## src/rtl/i_type_alu_if.sv

```systemverilog
// Instr_IO: bundles the instruction, operands and results exchanged with the
// RV32I OP-IMM execute unit. The I_type_io_ports modport is the execute unit's
// (slave) view; the master modport is the view of whoever drives operands.
interface Instr_IO;
  logic [31:0] idata;
  logic [31:0] iaddr;
  logic [31:0] imm;
  logic [31:0] rv1;
  logic [31:0] rv2;
  logic [31:0] regdata_I;
  logic        valid_I;
  logic        illegal_I;
  logic [31:0] regdata_q;
  logic [31:0] iaddr_q;
  logic        valid_q;

  modport I_type_io_ports (
    input  idata, iaddr, imm, rv1, rv2,
    output regdata_I, valid_I, illegal_I, regdata_q, iaddr_q, valid_q
  );

  modport master (
    output idata, iaddr, imm, rv1, rv2,
    input  regdata_I, valid_I, illegal_I, regdata_q, iaddr_q, valid_q
  );
endinterface

```

## src/rtl/i_type_alu.sv

```systemverilog
// i_type_alu: RV32I OP-IMM execute unit (ADDI..SRAI).
// The write-back data is purely combinational so the single-cycle core can
// retire in the same cycle; a one-cycle registered copy of the result, PC and
// valid flag is kept for trace/debug only.
module i_type_alu #(
  parameter int         XLEN         = 32,
  parameter logic [6:0] OPCODE_OPIMM = 7'b0010011
) (
  input logic              clk,
  input logic              reset,
  Instr_IO.I_type_io_ports io
);

  logic [2:0]      funct3;
  logic [6:0]      funct7;
  logic [4:0]      shamt;
  logic            isOpImm;
  logic            badShift;
  logic [XLEN-1:0] resultD;
  logic            unusedBits;

  // Only funct3, instruction bit 30 and the low five immediate bits steer the
  // datapath, so opcode/funct7 garbage can never disturb the result.
  assign funct3 = io.idata[14:12];
  assign funct7 = io.idata[31:25];
  assign shamt  = io.imm[4:0];

  // rs2 and the rd/rs1 register fields are decoded elsewhere in the core.
  assign unusedBits = ^{io.rv2, io.idata[24:15], io.idata[11:7]};

  // Result mux: one arithmetic/logic operation per funct3, bit 30 picks SRA vs SRL.
  always_comb begin
    resultD = '0;
    case (funct3)
      3'b000: resultD = io.rv1 + io.imm;
      3'b010: resultD = {{(XLEN-1){1'b0}}, ($signed(io.rv1) < $signed(io.imm))};
      3'b011: resultD = {{(XLEN-1){1'b0}}, (io.rv1 < io.imm)};
      3'b100: resultD = io.rv1 ^ io.imm;
      3'b110: resultD = io.rv1 | io.imm;
      3'b111: resultD = io.rv1 & io.imm;
      3'b001: resultD = io.rv1 << shamt;
      3'b101: begin
        if (io.idata[30]) begin
          resultD = $unsigned($signed(io.rv1) >>> shamt);
        end else begin
          resultD = io.rv1 >> shamt;
        end
      end
      default: resultD = '0;
    endcase
  end

  // Legality: only the shift encodings constrain funct7; everything else in
  // the OP-IMM space is legal regardless of the upper instruction bits.
  always_comb begin
    isOpImm  = (io.idata[6:0] == OPCODE_OPIMM);
    badShift = 1'b0;
    if (funct3 == 3'b001) begin
      badShift = (funct7 != 7'b0000000);
    end else if (funct3 == 3'b101) begin
      badShift = (funct7 != 7'b0000000) && (funct7 != 7'b0100000);
    end
  end

  assign io.regdata_I = resultD;
  assign io.illegal_I = isOpImm && badShift;
  assign io.valid_I   = isOpImm && !badShift;

  // Trace register: captures result, PC and validity one cycle later; reset
  // clears only these copies, never the combinational outputs.
  always_ff @(posedge clk) begin
    if (reset) begin
      io.regdata_q <= '0;
      io.iaddr_q   <= '0;
      io.valid_q   <= 1'b0;
    end else begin
      io.regdata_q <= io.regdata_I;
      io.iaddr_q   <= io.iaddr;
      io.valid_q   <= io.valid_I;
    end
  end

endmodule

```

## src/flat_wrapper.sv

```systemverilog
// flat-port wrapper written by rule: the top's interface ports become plain ports
module i_type_alu_flat 
#(
  parameter int         XLEN         = 32,
  parameter logic [6:0] OPCODE_OPIMM = 7'b0010011
)
  (clk, reset, io_idata, io_iaddr, io_imm, io_rv1, io_rv2, io_regdata_I, io_valid_I, io_illegal_I, io_regdata_q, io_iaddr_q, io_valid_q);
  Instr_IO io_i ();
  input logic clk;
  input logic reset;
  input wire logic [$bits(io_i.idata)-1:0] io_idata;
  input wire logic [$bits(io_i.iaddr)-1:0] io_iaddr;
  input wire logic [$bits(io_i.imm)-1:0] io_imm;
  input wire logic [$bits(io_i.rv1)-1:0] io_rv1;
  input wire logic [$bits(io_i.rv2)-1:0] io_rv2;
  output wire logic [$bits(io_i.regdata_I)-1:0] io_regdata_I;
  output wire logic [$bits(io_i.valid_I)-1:0] io_valid_I;
  output wire logic [$bits(io_i.illegal_I)-1:0] io_illegal_I;
  output wire logic [$bits(io_i.regdata_q)-1:0] io_regdata_q;
  output wire logic [$bits(io_i.iaddr_q)-1:0] io_iaddr_q;
  output wire logic [$bits(io_i.valid_q)-1:0] io_valid_q;
  assign io_i.idata = io_idata;
  assign io_i.iaddr = io_iaddr;
  assign io_i.imm = io_imm;
  assign io_i.rv1 = io_rv1;
  assign io_i.rv2 = io_rv2;
  assign io_regdata_I = io_i.regdata_I;
  assign io_valid_I = io_i.valid_I;
  assign io_illegal_I = io_i.illegal_I;
  assign io_regdata_q = io_i.regdata_q;
  assign io_iaddr_q = io_i.iaddr_q;
  assign io_valid_q = io_i.valid_q;
  i_type_alu #(.XLEN(XLEN), .OPCODE_OPIMM(OPCODE_OPIMM)) u_core (.clk(clk), .reset(reset), .io(io_i));
endmodule
```

## config.mk

```make
export PLATFORM = sky130hd
export DESIGN_NAME = i_type_alu_flat
export DESIGN_NICKNAME = d
export VERILOG_FILES = /design/src/rtl/i_type_alu_if.sv /design/src/rtl/i_type_alu.sv /design/src/flat_wrapper.sv
export SDC_FILE = /design/constraint.sdc
export NUM_CORES = 1
export LEC_CHECK = 0
export BUFFER_PORTS_ARGS = -buffer_cell sky130_fd_sc_hd__buf_2
export CAP_MARGIN = 25
export CORE_MARGIN = 1
export CORE_UTILIZATION = 50
export CTS_BUF_LIST = sky130_fd_sc_hd__clkbuf_8 sky130_fd_sc_hd__clkbuf_16
export CTS_CLUSTER_SIZE = 20
export DETAILED_ROUTE_END_ITERATION = 6
export PLACE_DENSITY_LB_ADDON = 0.15
export RECOVER_POWER = 25
export SYNTH_ARGS = -nofsm -noshare
export SYNTH_HDL_FRONTEND = slang
export SYNTH_SLANG_ARGS = --single-unit
```

## constraint.sdc

```tcl
create_clock -name clk -period 7.05 [get_ports clk]
set_clock_uncertainty 0.2 [all_clocks]
set_input_delay 2.115 -clock clk [delete_from_list [all_inputs] [get_ports clk]]
set_output_delay 2.115 -clock clk [all_outputs]
set_load 0.02 [all_outputs]
```

Word-level counts from Yosys, hierarchy flattened
Cells that the tools add are included.

Flip-flop bits (word level): 65. Output and inout bits: 99.

$add $sub $neg: 1. Order comparisons: 2. Eq/ne operators: 9. Shifts and indexed selects: 3. Multiplexer cells: 4. Bitwise operators: 3. Reduce and logical (&&, ||, !) cells: 6.

Operators with widths (count): case mux 32 bit (8 select lines) (1); < comparator 32 bit (2); adder 32 bit (1); bitwise AND 32 bit (1); 2-to-1 mux 32 bit (1); OR 32 bit (1); left shift 32 x 5 -> 32 bit (1); right shift 32 x 5 -> 32 bit (1); >>> shifter 32 x 5 -> 32 bit (1); bitwise XOR 32 bit (1); == test 3 bit (second input constant) (4); == test 7 x 5 -> 1 bit (second input constant) (1); != test 7 x 6 -> 1 bit (second input constant) (1); nonzero test 7 bit (1); == test 3 x 2 -> 1 bit (second input constant) (2); == test 3 x 1 -> 1 bit (second input constant) (1); logical AND 1 bit (3); zero test 3 bit (1); 2-to-1 mux 1 bit (2); zero test 1 bit (1).

Longest topological paths before layout
Gate-level depths: netlist of the first run.

Depth after elaboration: 6. Gate-level depth with buffers: 14. Mapped depth without buffers: 11.

Worst setup path before layout of the first run
Ideal clock, no wire load.

Kind: input port to output port. Start point: input port io_imm[3]. End point: output port io_regdata_I[29]. Arrival: 5.120 ns. Required time: 4.735 ns. Path slack: -0.385 ns. Stages on the path: 14. Buffers on the path: 4. Path through: buf_2 -> inv_1 -> buf_2 -> clkbuf_1 -> ha_1 -> buf_2 -> a21o_1 -> a21oi_2 -> a21oi_2 -> o41ai_4 -> o31ai_1 -> a31oi_1 -> xor2_1 -> o21ai_0.

Longest elaborated chain between the ends: 3.

Ends and longest elaborated chain: start, declared (RTL line flat_wrapper.sv:13) `input wire logic [$bits(io_i.imm)-1:0] io_imm;`; branches (longest 2 deep; another with adder 32 bit); case mux 32 bit (8 select lines) (*) (RTL line i_type_alu.sv:34) `case (funct3)`; end, declared (RTL line flat_wrapper.sv:16) `output wire logic [$bits(io_i.regdata_I)-1:0] io_regdata_I;`.

Mark *: on every way between the ends.

Worst setup path in the final report of the first run
Start point: input port io_imm[0]. End point: output port io_regdata_I[24].

The elaborated chain is that of the path after synthesis.

==> summary.txt, run 1 <==
Pwr
  • Peak VDD IR: 0.123 mV
  • Final Power: 1.87 mW
  • Internal Power: 1.06 mW
  • Net Switching: 0.812 mW
  • Clock share of power: 24.2%
  • Switching Share: 43.4%
  • Comb pwr share: 54.5%
  • PwrDens: 146 mW/mm^2
  • Leak: 6.01 nW
  • Seq pwr share: 21.3%

Drt
  • DRT antenna net count: 0
  • Wire length per cell: 24.3 microns
  • Final wirelength: 47.4 mm
  • Detailed-route DRC error count: 0
  • 1st-iter DRT viols: 1,743
  • DR vias/cell: 6.40
  • Vias: 12,500
  • First drt pass iteration count: 7

GRT
  • Gr busiest metal: met2
  • First-pass GRT wire length: 69.5 mm
  • Met3 usage: 9.40%
  • Initial antenna violation count: 2
  • Grt met1 use: 54.4%
  • GR Util All Layers: 43.6%
  • Met2 Track Usage GR: 68.8%
  • Vias in the first global route: 11,400
  • Pin count of the biggest net entering global routing: 50
  • Grt total ovfl: 0

Die
  • Num rows: 52
  • Floorplan core area: 0.0202 sq mm
  • Top-level I/O count: 261
  • Die area: 0.0211 sq mm
  • Die height: 145 microns
  • Die width: 145 microns
  • Initial Util: 50.8%

STA
  • Peak Freq: 142 MHz
  • Final Hold Viols: 0
  • Max-slew violation count: 0
  • Slack of the critical path: -12.6 ps
  • Final setup fails: 1
  • Least-Margin Pin Slew: 1320 ps
  • Final worst path period share: 100%
  • Worst slew margin: 12.1%
  • Post-route setup TNS: -12.6 ps
  • RSZ-0062 raised after global routing: true
  • Fin crit period: 7060 ps

Synthesis
  • Gate Count Post-Synth: 1,399
  • Syn Area/Cell: 7.33 sq um
  • Yosys warns: 0
  • Syn_nets: 1,659
  • FFs w/ async S/R, synth: 0%
  • Post-synth EDFFs: 0
  • Ys flop type: dfxtp_1
  • Mapped Area: 0.0103 sq mm
  • FF+latch count, synth: 65
  • Seq/Total Area, Yosys: 12.7%
  • Unique masters post-synth: 89

Job
  • Max_cap viols: 0

Critical path
  • Crit. End Element: output pin
  • Crit path max fanout: 4
  • Worst EP arrival: 4750 ps
  • Critical path class: input port to output pin
  • Worst setup SP type: input port
  • Required time of the critical path: 4740 ps

Worst hold path
  • Hold Crit Class: input port to register

Finish
  • Layout cell share with drive strength beyond 1: 29.2%
  • Most common cell after layout, fill and taps aside: buf_2
  • Commonest non-fill, non-tap cells in the layout: buf_2 (198), nand2_1 (165), buf_4 (158)
  • Post-layout util: 63.7%
  • NumNets Final: 1,934
  • Layout area overhead: 25.4%

Outcome
  • Failing checks: setup timing
  • Outcome: finished, violations left

Clock network
  • CTS Buf Count: 9
  • Root buffer cell: clkbuf_16
  • Cts hold-fix bufs: 0
  • CTS H-tree depth: 3
  • Clock sink total: 65
  • Worst-path clk slew: 60 ps
  • CTS tree: yes
  • Clock buffer depth: 2

Placed design
  • GPL Wtd Cong: 1.09
  • IO buf count: 213
  • DP HPWL: 37.9 mm
  • Post-Place Worst Slack: 27.3 ps
[through the flow]
stage,cells,hold slack (ps),cell area (sq um)
after global placement,1929,2120,12400
final,1950,1780,12900
after global routing,1949,1780,12900
after floorplan,1399,2040,10300
after CTS,1945,1780,12700
after detailed placement,1929,2130,12400
[worst paths after layout]
kind | from | to | cells after the start
setup / recovery | io_imm[0] | io_regdata_I[24] | 13
hold / removal | io_iaddr[1] | u_core.io.iaddr_q[1] | 2
[sequential cells by signal, indices dropped and copies added (netlist names)]
register and flops:
u_core.io.valid_q 1, u_core.io.regdata_q 32, u_core.io.iaddr_q 32
[what timing repair did]
item / 4_1_cts / 5_1_grt
resized for setup: 0 / 38
buffers inserted: 0 / 4
setup endpoints to repair: 0 / 11
[cells in the mapped netlist (14+ instances only)]
cell        n  area, sq um
nor2b_1    40          250
a221oi_1   14          123
buf_2      27          135
nor3_1     15         75.1
a21o_1     14          105
a211oi_1   22          165
nand2_1   165          619
o21ai_0   111          556
and2_1     23          144
ha_1       97         1210
inv_1      88          330
clkbuf_1   61          229
nor2_1    107          402
nand3_1    30          150
mux4_2     26          586
o211ai_1   18          135
a21oi_1   112          561
mux2_2     32          360
o22ai_1    25          156
mux2i_1    44          440
xnor2_1    19          166
a31oi_1    17          106
dfxtp_1    65         1300
[worst max-delay path: stages]
cell	delay, ps
buf_8	90
ha_4	130
inv_2	40
fa_2	410
nor2b_4	160
o31ai_4	100
nand3_1	110
a21oi_2	90
o41ai_4	490
a211oi_2	170
or4_4	590
nand3_4	110
buf_6	120
[cells by family (layout without fill, tap and decap cells)]
logic type / after synthesis / count (layout) / synth area share, %
other: 0 / 1 / 0
adder cells (fa/ha/maj): 98 / 98 / 12.0
XOR/XNOR: 23 / 23 / 1.96
AO/OA/AOI/OAI: 458 / 458 / 29.2
multiplexers: 109 / 109 / 14.8
buffers and inverters: 201 / 481 / 8.63
AND/OR/NAND/NOR: 445 / 445 / 20.6
flip-flops: 65 / 65 / 12.7
[power by group through the flow]
stage / Combinational [mW] / Sequential, mW / Clock, mW
2_1_floorplan: 0.535 / 0.440 / 0
3_3_place_gp: 0.957 / 0.405 / 0
3_5_place_dp: 0.964 / 0.406 / 0
4_1_cts: 0.968 / 0.398 / 0.462
5_1_grt: 1.07 / 0.400 / 0.477
6_report: 1.02 / 0.398 / 0.454
[routing by layer]
layer	vias to the layer above	part of all wire [%]	routed length (microns)
met5	-	0.023	11
met4	2	6.5	3060
met3	163	11	5340
met2	940	44	20800
met1	5743	38	18100
li1	5629	-	-
[area by class of cell]
class	count	area, sq um
diodes	1	2.50
clock buffers	9	225
clock inverters	7	76.3
fillers	1942	7310
inverters	90	338
multi-input cells	1133	8200
flip-flops and latches	65	1300
well taps	270	338
repair buffers	375	2370
Note: power is estimated with default switching activity, not from simulation.
==> run 2, diff against run 1 <==
--- a/constraint.sdc
+++ b/constraint.sdc
@@ -3,3 +3,3 @@
 set_input_delay 2.115 -clock clk [delete_from_list [all_inputs] [get_ports clk]]
 set_output_delay 2.115 -clock clk [all_outputs]
-set_load 0.02 [all_outputs]
+set_load 0.005 [all_outputs]
==> summary.txt, run 2 (synthesis gave the netlist of run 1 again) <==
Critical path
  • Required time of the critical path: 4740 ps (about the same)
  • Crit. End Element: output pin
  • Crit path max fanout: 4 (unchanged)
  • Critical path class: input port to output pin
  • Worst setup SP type: input port
  • Worst EP arrival: 4730 ps (-20 ps)

Clock network
  • Root buffer cell: clkbuf_16
  • Worst-path clk slew: 60 ps (about the same)
  • CTS H-tree depth: 3 (unchanged)
  • Cts hold-fix bufs: 0 (unchanged)
  • CTS tree: yes
  • Clock sink total: 65 (unchanged)
  • Clock buffer depth: 2 (unchanged)
  • CTS Buf Count: 9 (unchanged)

Placed design
  • Dpl cells: 1,919 (-0.52%)
  • DP Area: 0.0123 sq mm (-0.69%)
  • DP HPWL: 36.9 mm (-2.6%)
  • IO buf count: 213 (unchanged)
  • GPL Wtd Cong: 1.08 (-0.97%)

Pwr
  • PwrDens: 147 mW/mm^2 (+0.95%)
  • Leak: 6.00 nW (about the same)
  • Peak VDD IR: 0.0942 mV (-24%)

GRT
  • First-pass GRT wire length: 69.0 mm (-0.79%)
  • Gr busiest metal: met2
  • Grt met1 use: 56.3% (+1.9 points)
  • Met3 usage: 9.09% (-0.31 points)
  • Pin count of the biggest net entering global routing: 90 (+80%)
  • GR Util All Layers: 42.8% (-0.74 points)
  • Vias in the first global route: 11,300 (-1.1%)
  • Met2 Track Usage GR: 67.4% (-1.4 points)
  • Grt total ovfl: 0 (unchanged)
  • Initial antenna violation count: 2 (unchanged)

Die
  • Initial Util: 50.8% (unchanged)
  • Die area: 0.0211 sq mm (unchanged)
  • Top-level I/O count: 261 (unchanged)
  • Die height: 145 microns (unchanged)
  • Num rows: 52 (unchanged)
  • Floorplan core area: 0.0202 sq mm (unchanged)
  • Die width: 145 microns (unchanged)

STA
  • Peak Freq: 142 MHz (+0.22%)
  • Final worst path period share: 100% (-0.22 points)
  • Final setup fails: 0 (-1)
  • Max-slew violation count: 44 (+44)
  • Fin crit period: 7050 ps (-15.6 ps)
  • WHS: 1780 ps (-7.61 ps)
  • RSZ-0062 raised after global routing: true
  • Worst slew margin: -29.0% (-41 points)
  • Least-Margin Pin Slew: 1940 ps (+617 ps)
  • Final Hold Viols: 0 (unchanged)

Drt
  • DR vias/cell: 6.43 (+0.55%)
  • Final wirelength: 46.5 mm (-1.9%)
  • 1st-iter DRT viols: 1,611 (-7.6%)
  • DRT antenna net count: 0 (unchanged)
  • First drt pass iteration count: 6 (-1)
  • Vias: 12,500 (-0.064%)
  • Detailed-route DRC error count: 0 (unchanged)
  • Wire length per cell: 24.0 microns (-1.3%)

Finish
  • Post-Layout Inst Area: 0.0128 sq mm (-0.68%)
  • Layout cell share with drive strength beyond 1: 28.9% (-0.33 points)
  • Most common cell after layout, fill and taps aside: buf_2
  • Biggest regs: u_core.io.iaddr_q x32, u_core.io.regdata_q x32, u_core.io.valid_q x1
  • Final cell count without fillers: 1,938 (-0.62%)
  • Layout area overhead: 24.5%
  • NumNets Final: 1,922 (-0.62%)
  • Commonest non-fill, non-tap cells in the layout: buf_2 (209), nand2_1 (165), buf_4 (144)

Outcome
  • Outcome: finished, violations left
  • Failing checks: capacitance limit, slew limit

Worst hold path
  • Hold Crit Class: input port to register

Job
  • Max_cap viols: 1 (+1)
## run 2: changes by cell type in the layout (fill, tap and decap cells not counted), moves of 2 or more
cell | before | now
buf_2 | 198 | 209
bufinv_16 | 1 | 3
clkinv_4 | 0 | 2
a2111oi_1 | 2 | 0
clkinvlp_4 | 2 | 0
o21ai_0 | 107 | 109
clkbuf_1 | 10 | 3
buf_4 | 158 | 144
o31ai_1 | 7 | 5
ha_2 | 4 | 1
o31ai_2 | 2 | 4
ha_1 | 90 | 94
a2111oi_0 | 1 | 3
## run 2: routing by layer
layer | wire (microns) | share of wire (%)
met5 | 16 | 0.034
met2 | 20300 | 44
met1 | 18200 | 39
met4 | 2260 | 4.9
met3 | 5630 | 12
## run 2: final cells by class
class / count / area [sq um]
diodes: 1 / 2.50
clock buffers: 9 / 225
clock inverters: 7 / 125
fillers: 1907 / 7400
inverters: 90 / 338
multi-input cells: 1133 / 8180
flip-flops and latches: 65 / 1300
well taps: 270 / 338
repair buffers: 363 / 2260
## run 2: timing repair
action	4_1_cts	5_1_grt
setup buffers	0	2
resized for setup	0	23
setup endpoints to repair	0	12
## run 2: stage by stage
step	worst slack [ps]	total power, mW	util, %	setup TNS, ps
floorplan	46.1	0.915	-	0
global placement	17.9	1.30	61.0	0
detailed placement	8.17	1.31	61.0	0
CTS	1.77	1.84	62.7	0
global route	-48.8	1.95	63.3	-111
finish	2.94	1.88	63.3	0
## run 2: where the power goes
group	switching, mW	internal, mW
clock	0.176	0.349
combinational	0.572	0.381
sequential	0.00531	0.393
## run 2: worst max-delay path, stage by stage
cell and delay, ps:
buf_2 150, ha_4 150, inv_1 50, fa_2 390, nor2b_4 160, o31ai_4 80, nand3_2 100, a21oi_4 80
o41ai_4 460, xnor2_1 270, o211ai_1 500, buf_2 210
## run 2: worst paths after layout
path / from / end / depth (start not counted)
max: io_imm[0] / io_regdata_I[16] / 12
min: io_iaddr[0] / u_core.io.iaddr_q[0] / 2
==> run 3, diff against run 2 <==
==> constraint.sdc (replaced) <==
create_clock -name clk -period 7.05 [get_ports clk]
set_clock_uncertainty 0.2 [all_clocks]
set_input_delay 1.41 -clock clk [delete_from_list [all_inputs] [get_ports clk]]
set_output_delay 1.41 -clock clk [all_outputs]
set_load 0.005 [all_outputs]
==> summary.txt, run 3 (synthesis gave the netlist of run 1 again) <==
Outcome
  • Outcome: finished, violations left
  • Failing checks: capacitance limit, slew limit

Pwr
  • Switching Share: 43.1% (+3.0 points)
  • Leak: 5.32 nW (-11%)
  • Clock share of power: 25.6% (-2.4 points)
  • Peak VDD IR: 0.121 mV (+29%)
  • Comb pwr share: 50.4% (-0.4 points)
  • Seq pwr share: 24.0% (+2.8 points)
  • PwrDens: 143 mW/mm^2 (-2.5%)
  • Net Switching: 0.716 mW (-5.0%)
  • Internal Power: 0.944 mW (-16%)

Critical path
  • Worst EP arrival: 4510 ps (-220 ps)
  • Worst Setup SP: io_imm[0]
  • Critical Path End: io_regdata_I[22]
  • Crit. End Element: output pin
  • Required time of the critical path: 5440 ps (+700 ps)
  • Crit path max fanout: 12 (+8)
  • Worst setup SP type: input port
  • Critical path class: input port to output pin

Drt
  • Final wirelength: 43.4 mm (-6.5%)
  • Top layer in use: met4
  • WL met1: 17.5 mm (-4.1%)
  • DR vias/cell: 6.55 (+1.8%)
  • Wire length per cell: 24.0 microns (about the same)
  • 1st-iter DRT viols: 1,591 (-1.2%)
  • Vias: 11,900 (-4.8%)
  • Met3 WL: 5.33 mm (-5.2%)
  • Detailed-route DRC error count: 0 (unchanged)
  • DRT antenna net count: 0 (unchanged)
  • Routed wl met2: 18.6 mm (-8.3%)
  • First drt pass iteration count: 7 (+1)

Finish
  • Biggest regs: u_core.io.iaddr_q x32, u_core.io.regdata_q x32, u_core.io.valid_q x1
  • Layout cell share with drive strength beyond 1: 22.2% (-6.7 points)
  • NumNets Final: 1,798 (-6.5%)
  • Layout area overhead: 13.0%
  • Most common cell after layout, fill and taps aside: buf_2
  • Commonest non-fill, non-tap cells in the layout: buf_2 (209), nand2_1 (165), a21oi_1 (112)

Clock network
  • Clock buffer depth: 2 (unchanged)
  • Cts repair resizes: 0 (unchanged)
  • Cts hold-fix bufs: 0 (unchanged)
  • Root buffer cell: clkbuf_16
  • CTS Buf Count: 9 (unchanged)
  • # Post-CTS Setup Buffers: 0 (unchanged)
  • Clock sink total: 65 (unchanged)
  • CTS H-tree depth: 3 (unchanged)
  • Worst-path clk slew: 60 ps (about the same)
  • CTS tree: yes

Die
  • Initial Util: 50.8% (unchanged)
  • Die width: 145 microns (unchanged)
  • Die area: 0.0211 sq mm (unchanged)
  • Die height: 145 microns (unchanged)
  • Top-level I/O count: 261 (unchanged)
  • Floorplan core area: 0.0202 sq mm (unchanged)
  • Num rows: 52 (unchanged)

Placed design
  • DP HPWL: 33.9 mm (-8.2%)
  • GPL Wtd Cong: 1.03 (-4.3%)
  • IO buf count: 213 (unchanged)
  • Post-Place Worst Slack: 1090 ps (+1080 ps)

Job
  • Max_cap viols: 1 (unchanged)

Worst hold path
  • Hold Crit Depth: 2 (unchanged)
  • Hold Crit Class: input port to register

STA
  • Post-route setup TNS: 0 ps (unchanged)
  • Final worst path period share: 86.8% (-13 points)
  • Least-Margin Pin Slew: 2360 ps (+424 ps)
  • Fin crit period: 6120 ps (-929 ps)
  • Max-slew violation count: 52 (+18%)
  • Peak Freq: 163 MHz (+15%)
  • Final setup fails: 0 (unchanged)
  • Worst slew margin: -57.3% (-28 points)
  • Slack of the critical path: 931 ps (+929 ps)
  • RSZ-0062 raised after global routing: false
  • Final Hold Viols: 0 (unchanged)

GRT
  • Initial antenna violation count: 1 (-1)
  • Pin count of the biggest net entering global routing: 74 (-18%)
  • GR Util All Layers: 40.4% (-2.4 points)
  • Vias in the first global route: 10,500 (-6.7%)
  • First-pass GRT wire length: 65.3 mm (-5.3%)
  • Grt total ovfl: 0 (unchanged)
## run 3: worst min path at each step
stage	endpoint	from	slack (ps)
after global routing	u_core.io.iaddr_q[30]	io_iaddr[30]	1080
after floorplan	u_core.io.iaddr_q[0]	io_iaddr[0]	1340
final	u_core.io.iaddr_q[13]	io_iaddr[13]	1080
after CTS	u_core.io.iaddr_q[4]	io_iaddr[4]	1070
after global placement	u_core.io.iaddr_q[5]	io_iaddr[5]	1420
after detailed placement	u_core.io.iaddr_q[30]	io_iaddr[30]	1420
## run 3: layout make-up
cell class / count / area, sq um
inverter: 90 / 338
antenna: 1 / 2.50
clock inverter: 6 / 42.5
multi-input combinational: 1133 / 8070
sequential: 65 / 1300
tap: 270 / 338
timing repair buffer: 239 / 1260
clock buffer: 10 / 239
fill: 1996 / 8580
## run 3: routing by layer
metal / global-route usage, % / vias up
met4: 15.6 / 0
li1: - / 5352
met1: 53.9 / 5493
met5: 0 / -
met3: 9.65 / 135
met2: 62.7 / 896
## run 3: stage by stage
stage | std cells | area [sq um] | total power [mW] | utilization (%) | hold slack [ps]
finish | 1814 | 11600 | 1.66 | 57.5 | 1080
detailed placement | 1797 | 11300 | 1.21 | 56.1 | 1420
global route | 1813 | 11600 | 1.73 | 57.4 | 1080
floorplan | 1399 | 10300 | 0.915 | - | 1340
CTS | 1813 | 11600 | 1.64 | 57.5 | 1070
global placement | 1797 | 11300 | 1.20 | 56.1 | 1420
## run 3: power by group through the flow
stage                     clock, mW  sequential (mW)  combinational (mW)
after floorplan                   0            0.411               0.504
after global placement            0            0.405               0.799
after detailed placement          0            0.406               0.803
after CTS                     0.436            0.398               0.806
after global routing          0.448            0.400               0.886
final                         0.426            0.398               0.836
## run 3: worst max-delay path: stages
cell and delay [ps]:
buf_2 240, ha_1 260, inv_1 70, fa_1 440, nor2b_1 230, o31ai_2 120
a21oi_1 350, nor3_2 120, o31ai_2 550, xor2_1 350, nor2_1 110, nor2_1 120
buf_2 130
